===== src/rtl/lcd_arb_pkg.sv =====
// ============================================================
// lcd_arb_pkg: shared states, default widths and LCD opcodes.
// Rev 1.0
// ============================================================
`default_nettype none

package lcd_arb_pkg;

  localparam int DEF_OP_W  = 3;
  localparam int DEF_REG_W = 4;
  localparam int DEF_VAL_W = 16;

  typedef enum logic [1:0] {
    ST_IDLE      = 2'd0,
    ST_ISSUE     = 2'd1,
    ST_WAIT_ACK  = 2'd2,
    ST_WAIT_DONE = 2'd3
  } arb_state_e;

  // Opcode values understood by lcd_custom_controller, shared with the CPU.
  typedef enum logic [DEF_OP_W-1:0] {
    LCD_OP_NOP        = 3'd0,
    LCD_OP_WRITE_REG  = 3'd1,
    LCD_OP_CLEAR      = 3'd2,
    LCD_OP_PRINT_HEX  = 3'd3,
    LCD_OP_PRINT_DEC  = 3'd4,
    LCD_OP_SET_CURSOR = 3'd5
  } lcd_op_e;

endpackage

`default_nettype wire


===== src/rtl/rr_picker.sv =====
// ============================================================
// rr_picker: first pending index after last_grant, modulo NUM_REQ.
// Rev 1.0
// ============================================================
`default_nettype none

module rr_picker #(
  parameter int NUM_REQ = 2,
  parameter int IDX_W   = $clog2(NUM_REQ)
) (
  input  logic [NUM_REQ-1:0] pending_i,
  input  logic [IDX_W-1:0]   last_grant_i,
  output logic               found_o,
  output logic [IDX_W-1:0]   grant_o
);

  logic [IDX_W-1:0] cand;

  always_comb begin
    found_o = 1'b0;
    grant_o = '0;
    cand    = '0;
    // Offsets 1..NUM_REQ so the last owner is considered last.
    for (int k = 1; k <= NUM_REQ; k++) begin
      cand = IDX_W'((int'(last_grant_i) + k) % NUM_REQ);
      if (!found_o && pending_i[cand]) begin
        found_o = 1'b1;
        grant_o = cand;
      end
    end
  end

endmodule

`default_nettype wire


===== src/rtl/lcd_request_arbiter.sv =====
// ============================================================
// lcd_request_arbiter: round-robin sharing of the LCD controller port.
// Rev 1.0
// ============================================================
`default_nettype none

module lcd_request_arbiter
  import lcd_arb_pkg::*;
#(
  parameter int NUM_REQ     = 2,
  parameter int OP_W        = DEF_OP_W,
  parameter int REG_W       = DEF_REG_W,
  parameter int VAL_W       = DEF_VAL_W,
  parameter int ACK_TIMEOUT = 16
) (
  input  logic                       clk,
  input  logic                       rst_n,
  input  logic [NUM_REQ-1:0]         req_valid,
  input  logic [NUM_REQ*OP_W-1:0]    req_opcode,
  input  logic [NUM_REQ*REG_W-1:0]   req_reg,
  input  logic [NUM_REQ*VAL_W-1:0]   req_value,
  output logic [NUM_REQ-1:0]         req_ready,
  output logic [NUM_REQ-1:0]         req_done,
  output logic [NUM_REQ-1:0]         req_err,
  output logic                       lcd_update,
  output logic [OP_W-1:0]            lcd_opcode,
  output logic [REG_W-1:0]           lcd_reg_idx,
  output logic [VAL_W-1:0]           lcd_value,
  input  logic                       lcd_busy,
  output logic [$clog2(NUM_REQ)-1:0] grant_idx,
  output logic                       arb_active
);

  localparam int               IDX_W    = $clog2(NUM_REQ);
  localparam int               CNT_W    = (ACK_TIMEOUT > 1) ? $clog2(ACK_TIMEOUT) : 1;
  localparam logic [CNT_W-1:0] CNT_LAST = CNT_W'(ACK_TIMEOUT - 1);

  arb_state_e         state_q, state_d;
  logic [NUM_REQ-1:0] pending_q, pending_d;
  logic [NUM_REQ-1:0] ready_q, ready_d;
  logic [NUM_REQ-1:0] done_q, done_d;
  logic [NUM_REQ-1:0] err_q, err_d;
  logic [NUM_REQ-1:0] capture, clear, owner_oh;
  logic [OP_W-1:0]    lcd_op_q, lcd_op_d;
  logic [REG_W-1:0]   lcd_reg_q, lcd_reg_d;
  logic [VAL_W-1:0]   lcd_val_q, lcd_val_d;
  logic [IDX_W-1:0]   grant_q, grant_d;
  logic [IDX_W-1:0]   last_q, last_d;
  logic [IDX_W-1:0]   pick;
  logic               found;
  logic [CNT_W-1:0]   cnt_q, cnt_d;

  logic [OP_W-1:0]    slot_op_q  [NUM_REQ];
  logic [REG_W-1:0]   slot_reg_q [NUM_REQ];
  logic [VAL_W-1:0]   slot_val_q [NUM_REQ];

  assign capture  = req_valid & ready_q;
  assign owner_oh = NUM_REQ'(1) << grant_q;
  assign pending_d = (pending_q | capture) & ~clear;
  // Built from the pre-clear pending so ready rises one cycle after done.
  assign ready_d   = ~(pending_q | capture);

  always_ff @(posedge clk) begin
    for (int i = 0; i < NUM_REQ; i++) begin
      if (capture[i]) begin
        slot_op_q[i]  <= req_opcode[i*OP_W +: OP_W];
        slot_reg_q[i] <= req_reg[i*REG_W +: REG_W];
        slot_val_q[i] <= req_value[i*VAL_W +: VAL_W];
      end
    end
  end

  rr_picker #(
    .NUM_REQ (NUM_REQ),
    .IDX_W   (IDX_W)
  ) u_rr_picker (
    .pending_i    (pending_q),
    .last_grant_i (last_q),
    .found_o      (found),
    .grant_o      (pick)
  );

  always_comb begin
    state_d   = state_q;
    grant_d   = grant_q;
    last_d    = last_q;
    cnt_d     = cnt_q;
    lcd_op_d  = lcd_op_q;
    lcd_reg_d = lcd_reg_q;
    lcd_val_d = lcd_val_q;
    done_d    = '0;
    err_d     = '0;
    clear     = '0;
    case (state_q)
      ST_IDLE: begin
        if (found && !lcd_busy) begin
          grant_d   = pick;
          lcd_op_d  = slot_op_q[pick];
          lcd_reg_d = slot_reg_q[pick];
          lcd_val_d = slot_val_q[pick];
          state_d   = ST_ISSUE;
        end
      end
      ST_ISSUE: begin
        cnt_d   = '0;
        state_d = ST_WAIT_ACK;
      end
      ST_WAIT_ACK: begin
        if (lcd_busy) begin
          state_d = ST_WAIT_DONE;
        end else if (cnt_q == CNT_LAST) begin
          clear   = owner_oh;
          done_d  = owner_oh;
          err_d   = owner_oh;
          last_d  = grant_q;
          state_d = ST_IDLE;
        end else begin
          cnt_d = cnt_q + 1'b1;
        end
      end
      ST_WAIT_DONE: begin
        if (!lcd_busy) begin
          clear   = owner_oh;
          done_d  = owner_oh;
          last_d  = grant_q;
          state_d = ST_IDLE;
        end
      end
      default: state_d = ST_IDLE;
    endcase
  end

  always_ff @(posedge clk) begin
    if (!rst_n) begin
      state_q   <= ST_IDLE;
      pending_q <= '0;
      ready_q   <= '1;
      done_q    <= '0;
      err_q     <= '0;
      lcd_op_q  <= '0;
      lcd_reg_q <= '0;
      lcd_val_q <= '0;
      grant_q   <= '0;
      last_q    <= IDX_W'(NUM_REQ - 1);
      cnt_q     <= '0;
    end else begin
      state_q   <= state_d;
      pending_q <= pending_d;
      ready_q   <= ready_d;
      done_q    <= done_d;
      err_q     <= err_d;
      lcd_op_q  <= lcd_op_d;
      lcd_reg_q <= lcd_reg_d;
      lcd_val_q <= lcd_val_d;
      grant_q   <= grant_d;
      last_q    <= last_d;
      cnt_q     <= cnt_d;
    end
  end

  assign req_ready   = ready_q;
  assign req_done    = done_q;
  assign req_err     = err_q;
  assign lcd_update  = (state_q == ST_ISSUE);
  assign lcd_opcode  = lcd_op_q;
  assign lcd_reg_idx = lcd_reg_q;
  assign lcd_value   = lcd_val_q;
  assign grant_idx   = grant_q;
  assign arb_active  = (state_q != ST_IDLE);

endmodule

`default_nettype wire


===== config.mk =====
export PLATFORM = sky130hd
export DESIGN_NAME = lcd_request_arbiter
export DESIGN_NICKNAME = d
export VERILOG_FILES = /design/src/rtl/lcd_arb_pkg.sv /design/src/rtl/rr_picker.sv /design/src/rtl/lcd_request_arbiter.sv
export SDC_FILE = /design/constraint.sdc
export NUM_CORES = 1
export LEC_CHECK = 0
export ABC_AREA = 1
export BUFFER_PORTS_ARGS = -buffer_cell sky130_fd_sc_hd__buf_4
export CAP_MARGIN = 20
export CORE_MARGIN = 5
export CORE_UTILIZATION = 52
export CTS_CLUSTER_SIZE = 16
export DETAILED_ROUTE_END_ITERATION = 12
export GPL_TIMING_DRIVEN = 0
export PLACE_DENSITY = 0.79
export SYNTH_ARGS = -nofsm -noshare
export SYNTH_HDL_FRONTEND = slang
export SYNTH_SLANG_ARGS = --single-unit
export TNS_END_PERCENT = 1

===== constraint.sdc =====
create_clock -name clk -period 1.8 [get_ports clk]
set_clock_uncertainty 0.1 [all_clocks]
set_input_delay 0.09 -clock clk [delete_from_list [all_inputs] [get_ports clk]]
set_output_delay 0.09 -clock clk [all_outputs]
set_load 0.05 [all_outputs]

# --- Word-level counts from Yosys, hierarchy flattened ---
# Memories as Yosys holds them, arrays and structs flattened. A register that Yosys moved wholly into a read port is not among the register bits.
# Index checks and enable logic that the tools add are counted.
totals:
  regBits: 16
  ramBits: 46
  input_bits: 51
  out_inout_bits: 32
  word_cells: 76
  mem_count: 3
classes:
  add_sub_neg: 3
  magnitude_cmp: 2
  eq_ne: 10
  shifts: 1
  mux: 28
  bitwise: 5
  reduce_logical: 16
mem_list:
  columns: ["memory", "words", "word_bits", "rd", "rd_ports_with_merged_regs", "wr", "line", "rtl"]
  rows:
  - ["slot_val_q", 2, 16, 1, 1, 2, "lcd_request_arbiter.sv:55", "logic [VAL_W-1:0] slot_val_q [NUM_REQ];"]
  - ["slot_reg_q", 2, 4, 1, 1, 2, "lcd_request_arbiter.sv:54", "logic [REG_W-1:0] slot_reg_q [NUM_REQ];"]
  - ["slot_op_q", 2, 3, 1, 1, 2, "lcd_request_arbiter.sv:53", "logic [OP_W-1:0] slot_op_q [NUM_REQ];"]
ops:
  columns: ["op", "count"]
  rows:
  - ["1-bit two-way mux", 15]
  - ["2-bit two-way mux", 7]
  - ["2-bit inequality test, second input constant", 5]
  - ["4-bit two-way mux", 2]
  - ["2-bit one-hot mux with 4 select lines", 1]
  - ["4-bit one-hot mux with 2 select lines", 1]
  - ["3-bit AND reduction", 2]
  - ["2-bit nonzero test", 3]
  - ["1-bit zero test", 5]
  - ["4-bit by 1-bit adder with 4-bit output, second input constant", 1]
  - ["2-bit bitwise AND", 2]
  - ["2-bit == test, second input constant", 2]
  - ["4-bit == test, second input constant", 1]
  - ["1-bit by 2-bit less-than comparator with 1-bit output, second input constant", 2]
  - ["2-bit NOT", 2]
  - ["2-bit one-hot mux with 2 select lines", 1]
  - ["2-bit AND reduction", 2]
  - ["4-bit AND reduction", 1]
  - ["3-bit inequality test, second input constant", 1]
  - ["1-bit adder, second input constant", 2]
  - ["2-bit by 1-bit == test with 1-bit output, second input constant", 1]
  - ["1-bit logical AND", 2]
  - ["2-bit zero test", 1]
  - ["2-bit bitwise OR", 1]
  - ["other kinds (2)", 2]

# --- Depth between registers and ports, before layout ---
# Gate-level depths: netlist (run 1).
depth:
  word_depth: 10
  ltp_mapped: 8
  mapped_depth_nobuf: 8

# --- Cells and area by module ---
# From an unflattened synthesis (run 1), not the netlist that was laid out.
unflattened:
  hier_cells: 309
  area_unflattened_um2: 3168.0
modules_own_cells:
  columns: ["module", "n_inst", "cells_each", "area_each_um2", "seq_area_each_um2"]
  rows:
  - ["lcd_request_arbiter", 1, 306, 3153.0, 2162.1]
  - ["rr_picker", 1, 3, 15.0, 0.0]

# --- Worst setup path after synthesis (run 1) ---
# No wires, ideal clock.
synth_path:
  path_type: "register to register"
  start: "register ready_q[0], in the netlist req_ready[0]"
  end: "register pending_q[0]"
  setup_time_ps: 56
  t_arrival_ps: 1534
  required_time_ps: 1644
  setup_slack_ps: 110
  stages_incl_launch_ff: 6
  n_path_buf: 0
  period_less_slack_ps: 1690
  cell_sequence: "dfxtp_1 -> nand2_1 -> inv_1 -> or2_2 -> nand3_1 -> inv_1"
synth_between:
  elab_chain_len: 3
synth_lines:
  columns: ["element", "line", "rtl"]
  rows:
  - ["from (decl)", "lcd_request_arbiter.sv:40", "logic [NUM_REQ-1:0] ready_q, ready_d;"]
  - ["from (signal assigned)", "lcd_request_arbiter.sv:149", "ready_q <= ready_d;"]
  - ["2-bit bitwise AND", "lcd_request_arbiter.sv:57", "assign capture = req_valid & ready_q;"]
  - ["named net capture[0]", "lcd_request_arbiter.sv:43", "logic [NUM_REQ-1:0] capture, clear, owner_oh;"]
  - ["2-bit bitwise OR", "lcd_request_arbiter.sv:59", "assign pending_d = (pending_q | capture) & ~clear;"]
  - ["2-bit bitwise AND", "lcd_request_arbiter.sv:59", null]
  - ["to (signal assigned)", "lcd_request_arbiter.sv:148", "pending_q <= pending_d;"]
  - ["to (decl)", "lcd_request_arbiter.sv:39", "logic [NUM_REQ-1:0] pending_q, pending_d;"]
# The timed path passes the listed nets, and every way through them passes these cells.
# A chain may end at the register's enable or synchronous reset.

# --- Worst setup path after layout (run 1) ---
# Ends and elaborated chain as after synthesis.

==> flow_metrics.env, run 1 <==
export IMPL_die_area_mm2=0.00802
export IMPL_worst_pin_slew_ns=1.03
export IMPL_route_antenna_remaining_nets=0
export IMPL_floorplan_core_area_mm2=0.00624
export IMPL_finalSetupViolations=0
export IMPL_grt_max_degree=25
export IMPL_clock_sinks=85
export IMPL_vdd_ir_drop_worst_mv=0.835
export IMPL_postSynthAreaPerCell_um2=10.8
export IMPL_clk_latency_ns=0.35
export IMPL_power_switching_share=0.272
export IMPL_i_o_buffers=82
export IMPL_finalWorstPathRequiredPeriod_ns=1.67
export IMPL_post_synth_num_cell_types=26
export IMPL_leakagePower_nw=1.99
export IMPL_die_y_um=89.6
export IMPL_clock_tree_buffer_depth=2
export IMPL_netlist_top_cells_area="edfxtp_1 (42%), dfxtp_1 (24%), nand2_1 (8.4%)"
export IMPL_worst_path_max_fanout=24
export IMPL_worstReg2RegEnd="pending_q[0]"
export IMPL_hpwl_mm=4.59
export IMPL_grt_remaining_overflow=0
export IMPL_num_io_pins=83
export IMPL_fp_row_count=29
export IMPL_clock_tree_from_tritoncts="built"
export IMPL_cts_clk_slew_worst_paths_ns=0.08
export IMPL_final_design_utilization=0.759
export IMPL_synth_largest_type_area_fraction=0.420
export IMPL_slew_headroom=0.310
export IMPL_layout_nets=499
export IMPL_maxCapViolCount=0
export IMPL_cts_made_buffers=9
export IMPL_power_per_cell_area_mw_per_mm2=1010
export IMPL_timing_reg2reg_setup_slack_ns=0.13
export IMPL_crit_reg2reg_launch="req_ready[0]"
export IMPL_ys_top_cells_by_count="nand2_1 (74), edfxtp_1 (46), dfxtp_1 (39)"
export IMPL_synth_cells=306
export IMPL_min_delay_path_depth=2
export IMPL_synthArstFlopShare=0
export IMPL_hold_path_endpoint="slot_reg_q[1][2]"
export IMPL_rr_worst_depth=5
export IMPL_wl_per_cell_um=15.0
export IMPL_crit_arrival_ns=1.87
export IMPL_gp_congestion=0.778
export IMPL_num_fill_cells=407
export IMPL_mappedNetlistNets=358
export IMPL_postLayoutSetupSlackWorst_ns=0.135
export IMPL_max_slew_violation_total_from_the_final_report=0
export IMPL_clock_h_tree_levels=3
export IMPL_synth_edff_count=46
export IMPL_detailed_place_area_mm2=0.00400
export IMPL_clock_fmax_mhz=601
export IMPL_seq_area_frac_synth=0.657
export IMPL_synth_main_ff_cell="edfxtp_1"
export IMPL_hp_class="in -> reg"
export IMPL_drt_wl_total_mm=7.95
export IMPL_combinational_fraction_of_design_power=0.189
export IMPL_detail_route_drc_violations=0
export IMPL_p_int_mw=3.50
export IMPL_worst_slack_on_hold_paths_ns=0.346
export IMPL_synth_most_common_cell="nand2_1"
export IMPL_drt_pre_antenna_iters=6
export IMPL_floorplan_initialDensity=0.527
export IMPL_final_layout_size_suffix_gt1_frac=0.352
export IMPL_drt_first_iter_violations=171
export IMPL_die_width_um=89.6
export IMPL_area_delta_synth_final_pct=43.9
export IMPL_final_clock_period_utilization_by_the_worst_path=0.925
export IMPL_yosysWarnings=0
export IMPL_fin_setup_tns_ns=0
export IMPL_place_worst_setup_slack_ns=0.122
export IMPL_synth_seq_cells=85
export IMPL_final_hold_viols=0
export IMPL_run_status="finished clean"
export IMPL_initial_antenna_violation_count=0
export IMPL_end_kind="register"
export IMPL_grtUsageTotal=0.215
export IMPL_worst_hold_startpoint="req_reg[6]"
export IMPL_wire_length_of_the_first_global_routing_pass_mm=12.4
export IMPL_synthDominantAreaCellType="edfxtp_1"
export IMPL_insertedDiodeCount=0
export IMPL_rsz_0062_raised_after_global_routing="true"
export IMPL_netSwitchingPower_mw=1.30
export IMPL_cts_root_buf="clkbuf_8"
export IMPL_crit_required_ns=2.01
export IMPL_routed_via_count=2574
export IMPL_netlist_area_mm2=0.00329
export IMPL_timing_setup_critical_path_class="reg -> reg"
export IMPL_power_clock_fraction=0.341
export IMPL_via_count_of_the_first_global_routing_pass=2601
export IMPL_detailed_route_vias_per_instance=4.87
export IMPL_critical_path_startpoint_type="register"
export IMPL_design_area_mm2=0.00473
export IMPL_seqPwrFrac=0.469
-- power groups by stage --
stage               clock, mW  sequential (mW)  combinational (mW)
detailed placement          0             2.30               0.809
global route             1.74             2.27               0.982
floorplan                   0             2.45               0.384
CTS                      1.65             2.25               0.898
finish                   1.64             2.25               0.909
global placement            0             2.29               0.798
-- per-stage QoR --
| stage | std cells | total power [mW] |
|---|---|---|
| 3_5_place_dp | 465 | 3.11 |
| 5_1_grt | 529 | 4.99 |
| 4_1_cts | 529 | 4.81 |
| 2_1_floorplan | 306 | 2.83 |
| 6_report | 529 | 4.80 |
| 3_3_place_gp | 465 | 3.09 |
-- cell families (layout without fill, tap and decap cells) --
kind of cell,Yosys count,after routing,share of synthesized area
buf+inv,50,196,0.0734
compound gates,58,58,0.116
fa+ha+maj,1,1,0.00380
flops,85,85,0.657
simple gates,112,112,0.150
-- worst max path at each step --
stage	start	endpoint	slack, ns
2_1_floorplan	req_ready[0]	pending_q[0]	0.11
3_3_place_gp	req_ready[1]	pending_q[1]	0.16
3_5_place_dp	req_ready[1]	pending_q[1]	0.12
4_1_cts	req_ready[1]	pending_q[1]	0.09
5_1_grt	req_ready[0]	pending_q[0]	-0.01
6_report	req_ready[0]	pending_q[0]	0.13
-- sequential cells by signal, indices dropped and copies added (netlist names), 2 cells and up --
| signal | cells |
|---|---|
| slot_val_q | 32 |
| lcd_value | 16 |
| slot_reg_q | 8 |
| slot_op_q | 6 |
| cnt_q | 4 |
| lcd_reg_idx | 4 |
| lcd_opcode | 3 |
| pending_q | 2 |
| req_done | 2 |
| req_err | 2 |
| req_ready | 2 |
| state_q | 2 |
-- critical path, stage by stage (launching register included) --
cell	delay, ns
dfxtp_1	0.34
nand2_1	0.05
inv_1	0.74
or2_2	0.25
nand3_1	0.08
inv_1	0.05
-- layout by cell type (no fill, tap or decap), types with 7 or more instances in the layout --
cell type and instances:
buf_4 84, nand2_1 74, dlygate4sd3_1 48, edfxtp_1 46
dfxtp_1 39, inv_1 31, a21oi_1 22, o21ai_2 17
nand2_2 16, clkbuf_8 10, nor2_1 7, a21oi_2 7
-- area by class of cell --
cell class                 count  area, um^2  share of cell area
timing repair buffer         130        1100               0.232
tap                           77        96.3              0.0203
sequential                    85        2160               0.457
clock inverter                 6         110              0.0233
buffer                        12        98.8              0.0209
inverter                      38         146              0.0309
clock buffer                  10         138              0.0291
multi-input combinational    171         887               0.187
-- what timing repair did --
item | 4_1_cts | 5_1_grt
setup buffers | 0 | 0
endpoints found under the hold margin | 59 | 0
hold buffers | 48 | 0
setup endpoints to repair | 0 | 2
gates resized for setup | 0 | 1
-- routing by layer --
metal / part of all wire / global-route usage
met3: 0.067 / 0.0470
met1: 0.35 / 0.234
met4: 0.031 / 0.127
met2: 0.55 / 0.380
met5: 0 / 0
(Power assumes the default switching activity.)
==> run 2: changes to the inputs <==
Settings changed: CORE_MARGIN 5 to not set, PLACE_DENSITY 0.79 to 0.78.
==> run 2 against run 1 <==
Setup slack improved by 0.014 ns; fmax increased by 0.87%; first-iteration DRC count down 27%; critical endpoint unchanged; wire length decreased by 9.2%; register-to-register slack about the same; combinational power decreased by 1%; die area is 17% lower; critical path depth did not move; final area decreased by 0.69%; largest power group unchanged; largest cell class unchanged; clock-buffer cell count did not move; highest routed layer unchanged.
==> flow_metrics.env, run 2 (same netlist as run 1, synthesis figures left out) <==
export IMPL_run_status="finished clean"
export IMPL_mostFrequentLayoutCell="buf_4"
export IMPL_cts_made_buffers=9
export IMPL_timing_setup_critical_path_class="reg -> reg"
export IMPL_layout_common_cells="buf_4 (84), nand2_1 (74), dlygate4sd3_1 (48)"
export IMPL_critical_path_startpoint_type="register"
export IMPL_wire_length_of_the_first_global_routing_pass_mm=11.5
export IMPL_grt_max_degree=25
export IMPL_cts_clk_slew_worst_paths_ns=0.09
export IMPL_clock_fmax_mhz=606
export IMPL_area_delta_synth_final_pct=42.9
export IMPL_initial_antenna_violation_count=1
export IMPL_route_antenna_remaining_nets=0
export IMPL_grt_remaining_overflow=0
export IMPL_max_slew_violation_total_from_the_final_report=0
export IMPL_fin_setup_tns_ns=0
export IMPL_total_power_consumption_mw=4.60
export IMPL_floorplan_core_area_mm2=0.00603
export IMPL_final_clock_period_utilization_by_the_worst_path=0.917
export IMPL_routed_via_count=2530
export IMPL_detail_route_drc_violations=0
export IMPL_num_io_pins=83
export IMPL_dp_cells=463
export IMPL_design_area_mm2=0.00470
export IMPL_final_hold_viols=0
export IMPL_grtUsageTotal=0.239
export IMPL_worst_pin_slew_ns=1.02
export IMPL_max_ffs_per_register=32
export IMPL_wl_per_cell_um=13.7
export IMPL_via_count_of_the_first_global_routing_pass=2473
export IMPL_leakagePower_nw=1.98
export IMPL_drt_wl_total_mm=7.22
export IMPL_die_width_um=81.6
export IMPL_hp_class="in -> reg"
export IMPL_final_instance_count_excl_fill=528
export IMPL_worst_slack_on_hold_paths_ns=0.350
export IMPL_postLayoutSetupSlackWorst_ns=0.149
export IMPL_layout_nets=499
export IMPL_worst_path_max_fanout=24
export IMPL_i_o_buffers=82
export IMPL_die_area_mm2=0.00665
export IMPL_slew_headroom=0.320
export IMPL_clock_tree_buffer_depth=2
export IMPL_die_y_um=81.6
export IMPL_clock_sinks=85
export IMPL_crit_required_ns=2.00
export IMPL_detailed_place_area_mm2=0.00400
export IMPL_largest_register="slot_val_q"
export IMPL_finalSetupViolations=0
export IMPL_final_layout_size_suffix_gt1_frac=0.350
export IMPL_clk_latency_ns=0.35
export IMPL_final_design_utilization=0.780
export IMPL_crit_arrival_ns=1.85
export IMPL_vdd_ir_drop_worst_mv=0.792
export IMPL_clock_tree_from_tritoncts="built"
export IMPL_floorplan_initialDensity=0.546
export IMPL_maxCapViolCount=0
export IMPL_end_kind="register"
export IMPL_fp_row_count=28
export IMPL_finalWorstPathRequiredPeriod_ns=1.65
export IMPL_rsz_0062_raised_after_global_routing="false"
export IMPL_clock_h_tree_levels=3
export IMPL_place_worst_setup_slack_ns=0.122
export IMPL_drt_pre_antenna_iters=4
export IMPL_drt_first_iter_violations=124
export IMPL_hpwl_mm=4.30
export IMPL_cts_root_buf="clkbuf_8"
export IMPL_detailed_route_vias_per_instance=4.79
export IMPL_gp_congestion=0.768
export IMPL_power_per_cell_area_mw_per_mm2=979
run 2: power breakdown:
| part | internal, mW | total, mW | switching (mW) |
|---|---|---|---|
| clock | 0.782 | 1.45 | 0.670 |
| sequential | 2.19 | 2.25 | 0.0655 |
| combinational | 0.354 | 0.900 | 0.546 |
| total | 3.32 | 4.60 | 1.28 |
run 2: final timing paths:
path,start,endpoint,slack (ns),cells past startpoint
max,req_ready[0],pending_q[0],0.15,5
min,req_reg[6],slot_reg_q[1][2],0.35,2
max reg2reg,req_ready[0],pending_q[0],0.15,5
min reg2reg,lcd_value[15],lcd_value[15],0.37,2
run 2: area by class of cell:
| cell class | instances | area [um^2] |
|---|---|---|
| diodes | 1 | 2.50 |
| plain buffers | 12 | 98.8 |
| clock buffers | 10 | 128 |
| clock inverters | 6 | 87.6 |
| fillers | 406 | 1320 |
| inverters | 38 | 146 |
| multi-input cells | 171 | 887 |
| flip-flops and latches | 85 | 2160 |
| well taps | 75 | 93.8 |
| repair buffers | 130 | 1100 |
run 2: critical path, stage by stage (launching register included):
cell and delay, ns:
dfxtp_1 0.33, nand2_1 0.05, inv_1 0.73, or2_2 0.26, nand3_1 0.08, inv_1 0.06
run 2: per-layer routing:
layer / track usage / part of all wire / vias up
met5: 0 / 0 / -
met4: 0.121 / 0.016 / 0
met3: 0.0567 / 0.043 / 10
met2: 0.408 / 0.52 / 63
met1: 0.279 / 0.42 / 1173
li1: - / - / 1284
run 2: timing repair:
item,4_1_cts,5_1_grt
gates resized for setup,0,1
setup endpoints to repair,0,1
endpoints found under the hold margin,57,0
setup buffers,0,0
hold buffers,48,0
